[src/rtl/ls_queue.sv]
// ls_queue: in-order load/store queue.
//
// Entries are dispatched at the tail. Each entry holds an opcode, two
// operands (v1/v2), an immediate, the two producer tags (q1/q2) and its
// ROB tag. Operands are captured from two CDB ports, either on dispatch
// (bypass) or while the entry waits. Only the head may issue. A load
// issues once its operands are ready. A store first asks the ROB for
// commit through st_req, and it issues only after the commit arrives.
// A mispredict flush keeps only the committed stores at the head.
//
// Ports
//   clk, rst           sole clock, synchronous active-high reset
//   rdy                global enable; when low all state holds
//   dsp_*              dispatch request (op, v1, v2, imm, q1, q2, rob)
//   full, almost_full  occupancy flags; count = number of valid entries
//   ex_*               registered issue channel (ex_ready is backpressure)
//   cdb0_*, cdb1_*     result broadcasts; cdb0 wins when both match
//   commit_valid/rob   ROB commit notification
//   st_req_valid/rob   one-shot commit request for an operand-ready head store
//   flush              mispredict flush
module ls_queue #(
    parameter int DEPTH    = 16,
    parameter int ROB_W    = 4,
    parameter int DATA_W   = 32,
    parameter int OP_W     = 4,
    parameter int ST_BASE  = 5,
    parameter int AF_SLACK = 2
) (
    input  logic                    clk,
    input  logic                    rst,
    input  logic                    rdy,
    input  logic                    dsp_valid,
    input  logic [OP_W-1:0]         dsp_op,
    input  logic [DATA_W-1:0]       dsp_v1,
    input  logic [DATA_W-1:0]       dsp_v2,
    input  logic [DATA_W-1:0]       dsp_imm,
    input  logic [ROB_W-1:0]        dsp_q1,
    input  logic [ROB_W-1:0]        dsp_q2,
    input  logic [ROB_W-1:0]        dsp_rob,
    output logic                    full,
    output logic                    almost_full,
    output logic [$clog2(DEPTH):0]  count,
    output logic                    ex_valid,
    output logic [OP_W-1:0]         ex_op,
    output logic [DATA_W-1:0]       ex_addr,
    output logic [DATA_W-1:0]       ex_wdata,
    output logic [ROB_W-1:0]        ex_rob,
    input  logic                    ex_ready,
    input  logic                    cdb0_valid,
    input  logic [ROB_W-1:0]        cdb0_rob,
    input  logic [DATA_W-1:0]       cdb0_data,
    input  logic                    cdb1_valid,
    input  logic [ROB_W-1:0]        cdb1_rob,
    input  logic [DATA_W-1:0]       cdb1_data,
    input  logic                    commit_valid,
    input  logic [ROB_W-1:0]        commit_rob,
    output logic                    st_req_valid,
    output logic [ROB_W-1:0]        st_req_rob,
    input  logic                    flush
);

    localparam int PTR_W = $clog2(DEPTH);
    localparam int CNT_W = PTR_W + 1;

    function automatic logic is_store(input logic [OP_W-1:0] o);
        return o >= OP_W'(ST_BASE);
    endfunction

    // Queue control state (reset) and payload (not reset).
    logic [PTR_W-1:0]  head, tail;
    logic [CNT_W-1:0]  cnt;
    logic [DEPTH-1:0]  busy, cmt, req_sent;
    logic [ROB_W-1:0]  q1  [DEPTH];
    logic [ROB_W-1:0]  q2  [DEPTH];
    logic [DATA_W-1:0] v1  [DEPTH];
    logic [DATA_W-1:0] v2  [DEPTH];
    logic [DATA_W-1:0] imm [DEPTH];
    logic [OP_W-1:0]   op  [DEPTH];
    logic [ROB_W-1:0]  tag [DEPTH];

    logic ex_valid_q, st_req_q;

    // ------------------------------------------------------------------
    // CDB wakeup of waiting entries.
    // ------------------------------------------------------------------
    logic [DEPTH-1:0]  wake1, wake2;
    logic [DATA_W-1:0] wake1_data [DEPTH];
    logic [DATA_W-1:0] wake2_data [DEPTH];

    // NOTE: every signal written in this always_comb gets a default before
    // any condition, so no path can leave it unassigned and infer a latch.
    always_comb begin
        for (int i = 0; i < DEPTH; i++) begin
            wake1[i]      = 1'b0;
            wake2[i]      = 1'b0;
            wake1_data[i] = '0;
            wake2_data[i] = '0;
            if (busy[i] && q1[i] != '0) begin
                if (cdb0_valid && cdb0_rob == q1[i]) begin
                    wake1[i]      = 1'b1;
                    wake1_data[i] = cdb0_data;
                end else if (cdb1_valid && cdb1_rob == q1[i]) begin
                    wake1[i]      = 1'b1;
                    wake1_data[i] = cdb1_data;
                end
            end
            if (busy[i] && q2[i] != '0) begin
                if (cdb0_valid && cdb0_rob == q2[i]) begin
                    wake2[i]      = 1'b1;
                    wake2_data[i] = cdb0_data;
                end else if (cdb1_valid && cdb1_rob == q2[i]) begin
                    wake2[i]      = 1'b1;
                    wake2_data[i] = cdb1_data;
                end
            end
        end
    end

    // ------------------------------------------------------------------
    // Dispatch bypass: a result broadcast in the dispatch cycle would
    // otherwise be missed, because the entry is not busy yet.
    // ------------------------------------------------------------------
    logic [ROB_W-1:0]  ins_q1, ins_q2;
    logic [DATA_W-1:0] ins_v1, ins_v2;

    always_comb begin
        ins_q1 = dsp_q1;
        ins_v1 = dsp_v1;
        ins_q2 = dsp_q2;
        ins_v2 = dsp_v2;
        if (dsp_q1 != '0) begin
            if (cdb0_valid && cdb0_rob == dsp_q1) begin
                ins_q1 = '0;
                ins_v1 = cdb0_data;
            end else if (cdb1_valid && cdb1_rob == dsp_q1) begin
                ins_q1 = '0;
                ins_v1 = cdb1_data;
            end
        end
        if (dsp_q2 != '0) begin
            if (cdb0_valid && cdb0_rob == dsp_q2) begin
                ins_q2 = '0;
                ins_v2 = cdb0_data;
            end else if (cdb1_valid && cdb1_rob == dsp_q2) begin
                ins_q2 = '0;
                ins_v2 = cdb1_data;
            end
        end
    end

    // ------------------------------------------------------------------
    // Flush survivors: the unbroken run of committed stores starting at
    // the head. Everything from the first non-survivor onwards is dropped.
    // ------------------------------------------------------------------
    logic [DEPTH-1:0] keep;
    logic [CNT_W-1:0] keep_cnt;
    logic             run;
    logic [PTR_W-1:0] idx;

    always_comb begin
        keep     = '0;
        keep_cnt = '0;
        run      = 1'b1;
        idx      = head;
        for (int i = 0; i < DEPTH; i++) begin
            idx = head + PTR_W'(i);
            run = run && (CNT_W'(i) < cnt) && busy[idx] && cmt[idx]
                  && is_store(op[idx]);
            if (run) begin
                keep[idx] = 1'b1;
                keep_cnt  = keep_cnt + CNT_W'(1);
            end
        end
    end

    // ------------------------------------------------------------------
    // Head decisions.
    // ------------------------------------------------------------------
    logic head_rdy, head_st, do_issue, do_streq, do_insert;

    assign full        = (cnt == CNT_W'(DEPTH));
    assign almost_full = (cnt >= CNT_W'(DEPTH - AF_SLACK));
    assign count       = cnt;

    assign head_rdy  = busy[head] && q1[head] == '0 && q2[head] == '0;
    assign head_st   = is_store(op[head]);
    assign do_issue  = rdy && !flush && head_rdy && ex_ready
                       && (!head_st || cmt[head]);
    assign do_streq  = rdy && !flush && head_rdy && head_st
                       && !cmt[head] && !req_sent[head];
    assign do_insert = rdy && !flush && dsp_valid && !full;

    // The pulse flops keep their value while rdy is low. Gating them here
    // delays a pending pulse until rdy returns, so it is never lost.
    assign ex_valid     = ex_valid_q && rdy;
    assign st_req_valid = st_req_q && rdy;

    // ------------------------------------------------------------------
    // Control state.
    // ------------------------------------------------------------------
    // NOTE: sequential state uses non-blocking assignments. Every read in
    // this block sees the values from before the edge. When several
    // statements write the same bit, the last one wins (flush comes last).
    always_ff @(posedge clk) begin
        if (rst) begin
            head       <= '0;
            tail       <= '0;
            cnt        <= '0;
            busy       <= '0;
            cmt        <= '0;
            req_sent   <= '0;
            for (int i = 0; i < DEPTH; i++) begin
                q1[i] <= '0;
                q2[i] <= '0;
            end
            ex_valid_q <= 1'b0;
            st_req_q   <= 1'b0;
            st_req_rob <= '0;
            ex_op      <= '0;
            ex_addr    <= '0;
            ex_wdata   <= '0;
            ex_rob     <= '0;
        end else if (rdy) begin
            ex_valid_q <= do_issue;
            st_req_q   <= do_streq;

            for (int i = 0; i < DEPTH; i++) begin
                if (wake1[i]) q1[i] <= '0;
                if (wake2[i]) q2[i] <= '0;
                if (busy[i] && commit_valid && tag[i] == commit_rob)
                    cmt[i] <= 1'b1;
            end

            if (do_streq) begin
                st_req_rob     <= tag[head];
                req_sent[head] <= 1'b1;
            end

            if (do_issue) begin
                ex_op      <= op[head];
                ex_addr    <= v1[head] + imm[head];
                ex_wdata   <= v2[head];
                ex_rob     <= tag[head];
                busy[head] <= 1'b0;
                head       <= head + PTR_W'(1);
            end

            if (do_insert) begin
                busy[tail]     <= 1'b1;
                cmt[tail]      <= 1'b0;
                req_sent[tail] <= 1'b0;
                q1[tail]       <= ins_q1;
                q2[tail]       <= ins_q2;
                tail           <= tail + PTR_W'(1);
            end

            case ({do_insert, do_issue})
                2'b10:   cnt <= cnt + CNT_W'(1);
                2'b01:   cnt <= cnt - CNT_W'(1);
                default: cnt <= cnt;
            endcase

            if (flush) begin
                busy <= keep;
                tail <= head + PTR_W'(keep_cnt);
                cnt  <= keep_cnt;
            end
        end
    end

    // ------------------------------------------------------------------
    // Payload storage.
    // ------------------------------------------------------------------
    // NOTE: the payload arrays have no reset. An entry is only read while
    // its busy bit is set, and busy is always reset. Leaving the reset off
    // lets these arrays map onto plain storage.
    always_ff @(posedge clk) begin
        if (rdy) begin
            for (int i = 0; i < DEPTH; i++) begin
                if (wake1[i]) v1[i] <= wake1_data[i];
                if (wake2[i]) v2[i] <= wake2_data[i];
            end
            if (do_insert) begin
                op[tail]  <= dsp_op;
                v1[tail]  <= ins_v1;
                v2[tail]  <= ins_v2;
                imm[tail] <= dsp_imm;
                tag[tail] <= dsp_rob;
            end
        end
    end

endmodule

[config.mk]
export PLATFORM = sky130hd
export DESIGN_NAME = ls_queue
export DESIGN_NICKNAME = d
export VERILOG_FILES = /design/src/rtl/ls_queue.sv
export SDC_FILE = /design/constraint.sdc
export NUM_CORES = 2
export LEC_CHECK = 0
export ABC_CLOCK_PERIOD_IN_PS = 14550
export CORE_UTILIZATION = 40
export CTS_CLUSTER_DIAMETER = 80
export DETAILED_ROUTE_END_ITERATION = 12
export PLACE_DENSITY = 0.59
export SLEW_MARGIN = 20
export SYNTH_ARGS = -nofsm -noshare
export SYNTH_HDL_FRONTEND = slang
export SYNTH_SLANG_ARGS = --single-unit
[constraint.sdc]
create_clock -name clk -period 14.55 [get_ports clk]
set_clock_uncertainty 0.15 [all_clocks]
set_input_delay 2.1825 -clock clk [delete_from_list [all_inputs] [get_ports clk]]
set_output_delay 2.1825 -clock clk [all_outputs]
set_load 0.02 [all_outputs]
==> metrics.cfg <==
[critical_path]
cp_slowest_stage_delay_ps = 590
cp.required_ps = 15080
cpMaxStageDelayCell = dfxtp_4
start_kind = register
critical_path_class = reg -> reg
crit_arrival_ps = 13860
cp_common_cell = ha_1
endpoint_kind = register
crit_fanout = 19

[clocking]
cts.repair.resized = 0
clock_path_buffers = 3
root_buffer = clkbuf_16
post_cts_buffers = 0
clk-insertion-delay-late_ps = 900
htreeDepth = 4
clock_sinks = 1935
postCtsHoldBufs = 0
cts_tree = yes
cts_buffers = 211
path_clk_slew_ps = 60

[placement]
portBuffers = 281
place_area_sq_um = 115000
place_hpwl_um = 254000
gp_congestion = 0.958

[status]
outcome = complete, no violations

[detailed_routing]
drt-total-wl_um = 455000
wl_per_cell_um = 37.5
ant_nets = 0
num_vias = 84703
dr.pass1.iters = 6
via_per_inst = 6.98
drtIter0Drc = 14780
drc = 0

[power]
peakVddDrop_uv = 134
leakagePower_uw = 0.0359
pwr_density_cell_nw_per_um2 = 103

[synthesis]
netlist_top_cells_area = edfxtp_1 50%, mux4_2 11%, mux2i_1 9.8%, o22ai_1 3.8%, clkbuf_1 3.3%
netlist_instances = 8601
synth.largest_area_cell = edfxtp_1
ys_ff_latch = 1935
yosys.cell_types.count = 91
synth_top_area_share_pct = 49.9
synth_flop_cell = edfxtp_1
syn-cell-area_sq_um = 108000
seq_area_frac_synth_pct = 52.5
avgSynthCellArea_sq_um = 12.6
synth_nets = 8870
async_flop_share_pct = 0
synth_edf_count = 1792
yosysWarnings = 0

[layout]
finalInstanceArea_sq_um = 122000
final_cell_mix = 1792 x edfxtp_1, 1052 x mux2i_1, 622 x o22ai_1, 579 x o21ai_0, 545 x mux4_2
nNetsFinal = 8658
syn2layout_area_growth_pct = 12.9
multi_input_area_sq_um = 48100
nFillCells = 24039
drive_gt1_share_pct = 16.8
final_common_cell = edfxtp_1
final_core_util_pct = 45.4
seq_area_sq_um = 56700

[floorplanning]
ios = 282
die_h_um = 521
core_area_sq_um = 268000
num_rows = 190
die_w_um = 521
initial_core_util_pct = 40.3
dieArea_sq_um = 272000

[timing]
final-max-slew-violation-count = 0
setup_viol = 0
slew_headroom_pct = 16.5
max_freq_mhz = 75.1
period_share_pct = 91.6
period_needed_ps = 13320
rsz0062_at_grt = no
hold_violations = 0
timing.setup.tns_ps = 0
worstMarginPinSlew_ps = 1250

[grt]
antenna_found_initial = 29
grt_use_total_pct = 32.6
first_global_vias = 81613
gr-total-overflow = 0
grt_max_degree = 101
grt_pass1_wl_um = 629000

[hold_path]
worstHoldPathType = reg -> reg

[run]
maxCapViolations = 0

final timing paths:
path	start	end	slack, ps	cells after the start
hold / removal	ex_addr[13]	ex_addr[13]	300	2
setup / recovery	register	tail[3]	1230	60
setup reg to reg	register	tail[3]	1230	60
hold reg to reg	ex_addr[13]	ex_addr[13]	300	2
registers in the layout, summed over array words and instances, names as in the netlist, 5 cells and up, named ones only:
register	flops
busy	16
cmt	16
count	5
ex_addr	32
ex_wdata	32
imm	512
op	64
q1	64
q2	64
req_sent	16
tag	64
v1	512
v2	512
Yosys cell counts (all sizes together) (49+ instances only):
| cell type | count |
|---|---|
| mux2i | 1052 |
| o21ai | 604 |
| nor4 | 77 |
| nand2 | 407 |
| nand3 | 93 |
| a31oi | 49 |
| dfxtp | 143 |
| xnor2 | 140 |
| or3 | 457 |
| o22ai | 654 |
| a21oi | 184 |
| buf | 69 |
| nor2 | 318 |
| clkbuf | 960 |
| nor3 | 112 |
| xor2 | 273 |
| o22a | 65 |
| mux4 | 545 |
| edfxtp | 1792 |
| ha | 70 |
| inv | 68 |
metrics by stage:
step | worst slack [ps] | total power, uW | instances | hold WS [ps]
2_1_floorplan | 1470 | 6750 | 8601 | 291
3_3_place_gp | 1340 | 7110 | 11719 | 289
3_5_place_dp | 1410 | 7140 | 11728 | 295
4_1_cts | 1330 | 12600 | 12124 | 302
5_1_grt | 352 | 12800 | 12128 | 315
6_report | 1230 | 12600 | 12140 | 298
report_power, final:
part | internal [uW] | switching [uW]
clock | 3130 | 2390
combinational | 308 | 647
sequential | 6080 | 31.9
total | 9510 | 3070
logic make-up (layout without fill, tap and decap cells):
kind of cell / after synthesis / count (layout) / share of synthesized area [%]
muxes: 1605 / 1605 / 21.2
DFF: 1935 / 1935 / 52.5
other: 0 / 16 / 0
and+or+nand+nor: 1639 / 1639 / 7.67
xor gates and xnor gates: 419 / 419 / 3.49
adders and majority gates: 72 / 72 / 0.848
AOI/OAI and AO/OA: 1832 / 1832 / 10.4
buffers and inverters: 1099 / 1070 / 3.87
worst max-delay path, delay by kind of cell (launching register included):
kind                     cells  cell delay, ps
adder cells (fa/ha/maj)     15            4410
flip-flops                   1             590
multiplexers                 7            2220
AO/OA/AOI/OAI               12            2170
buffers and inverters        4             460
AND/OR/NAND/NOR             16            2100
XOR/XNOR                     6            1000
layer usage:
layer  vias to the layer above  GRT usage [%]  share of wire [%]  wire (um)
li1                      33164              -                  -          -
met5                         -              0              0.013         60
met1                     42744           42.7                 37     168000
met3                      1780           8.58                 13      57900
met4                        10           17.4                6.3      28400
met2                      7005           49.4                 44     200000
final cells by class:
type,instances,area share [%]
clock inverters,105,1.02
multi-input cells,5567,39.5
repair buffers,604,4.30
diodes,16,0.0329
clock buffers,291,4.75
inverters,70,0.252
well taps,3552,3.65
flip-flops and latches,1935,46.5
Note: power is estimated with default switching activity, not from simulation.
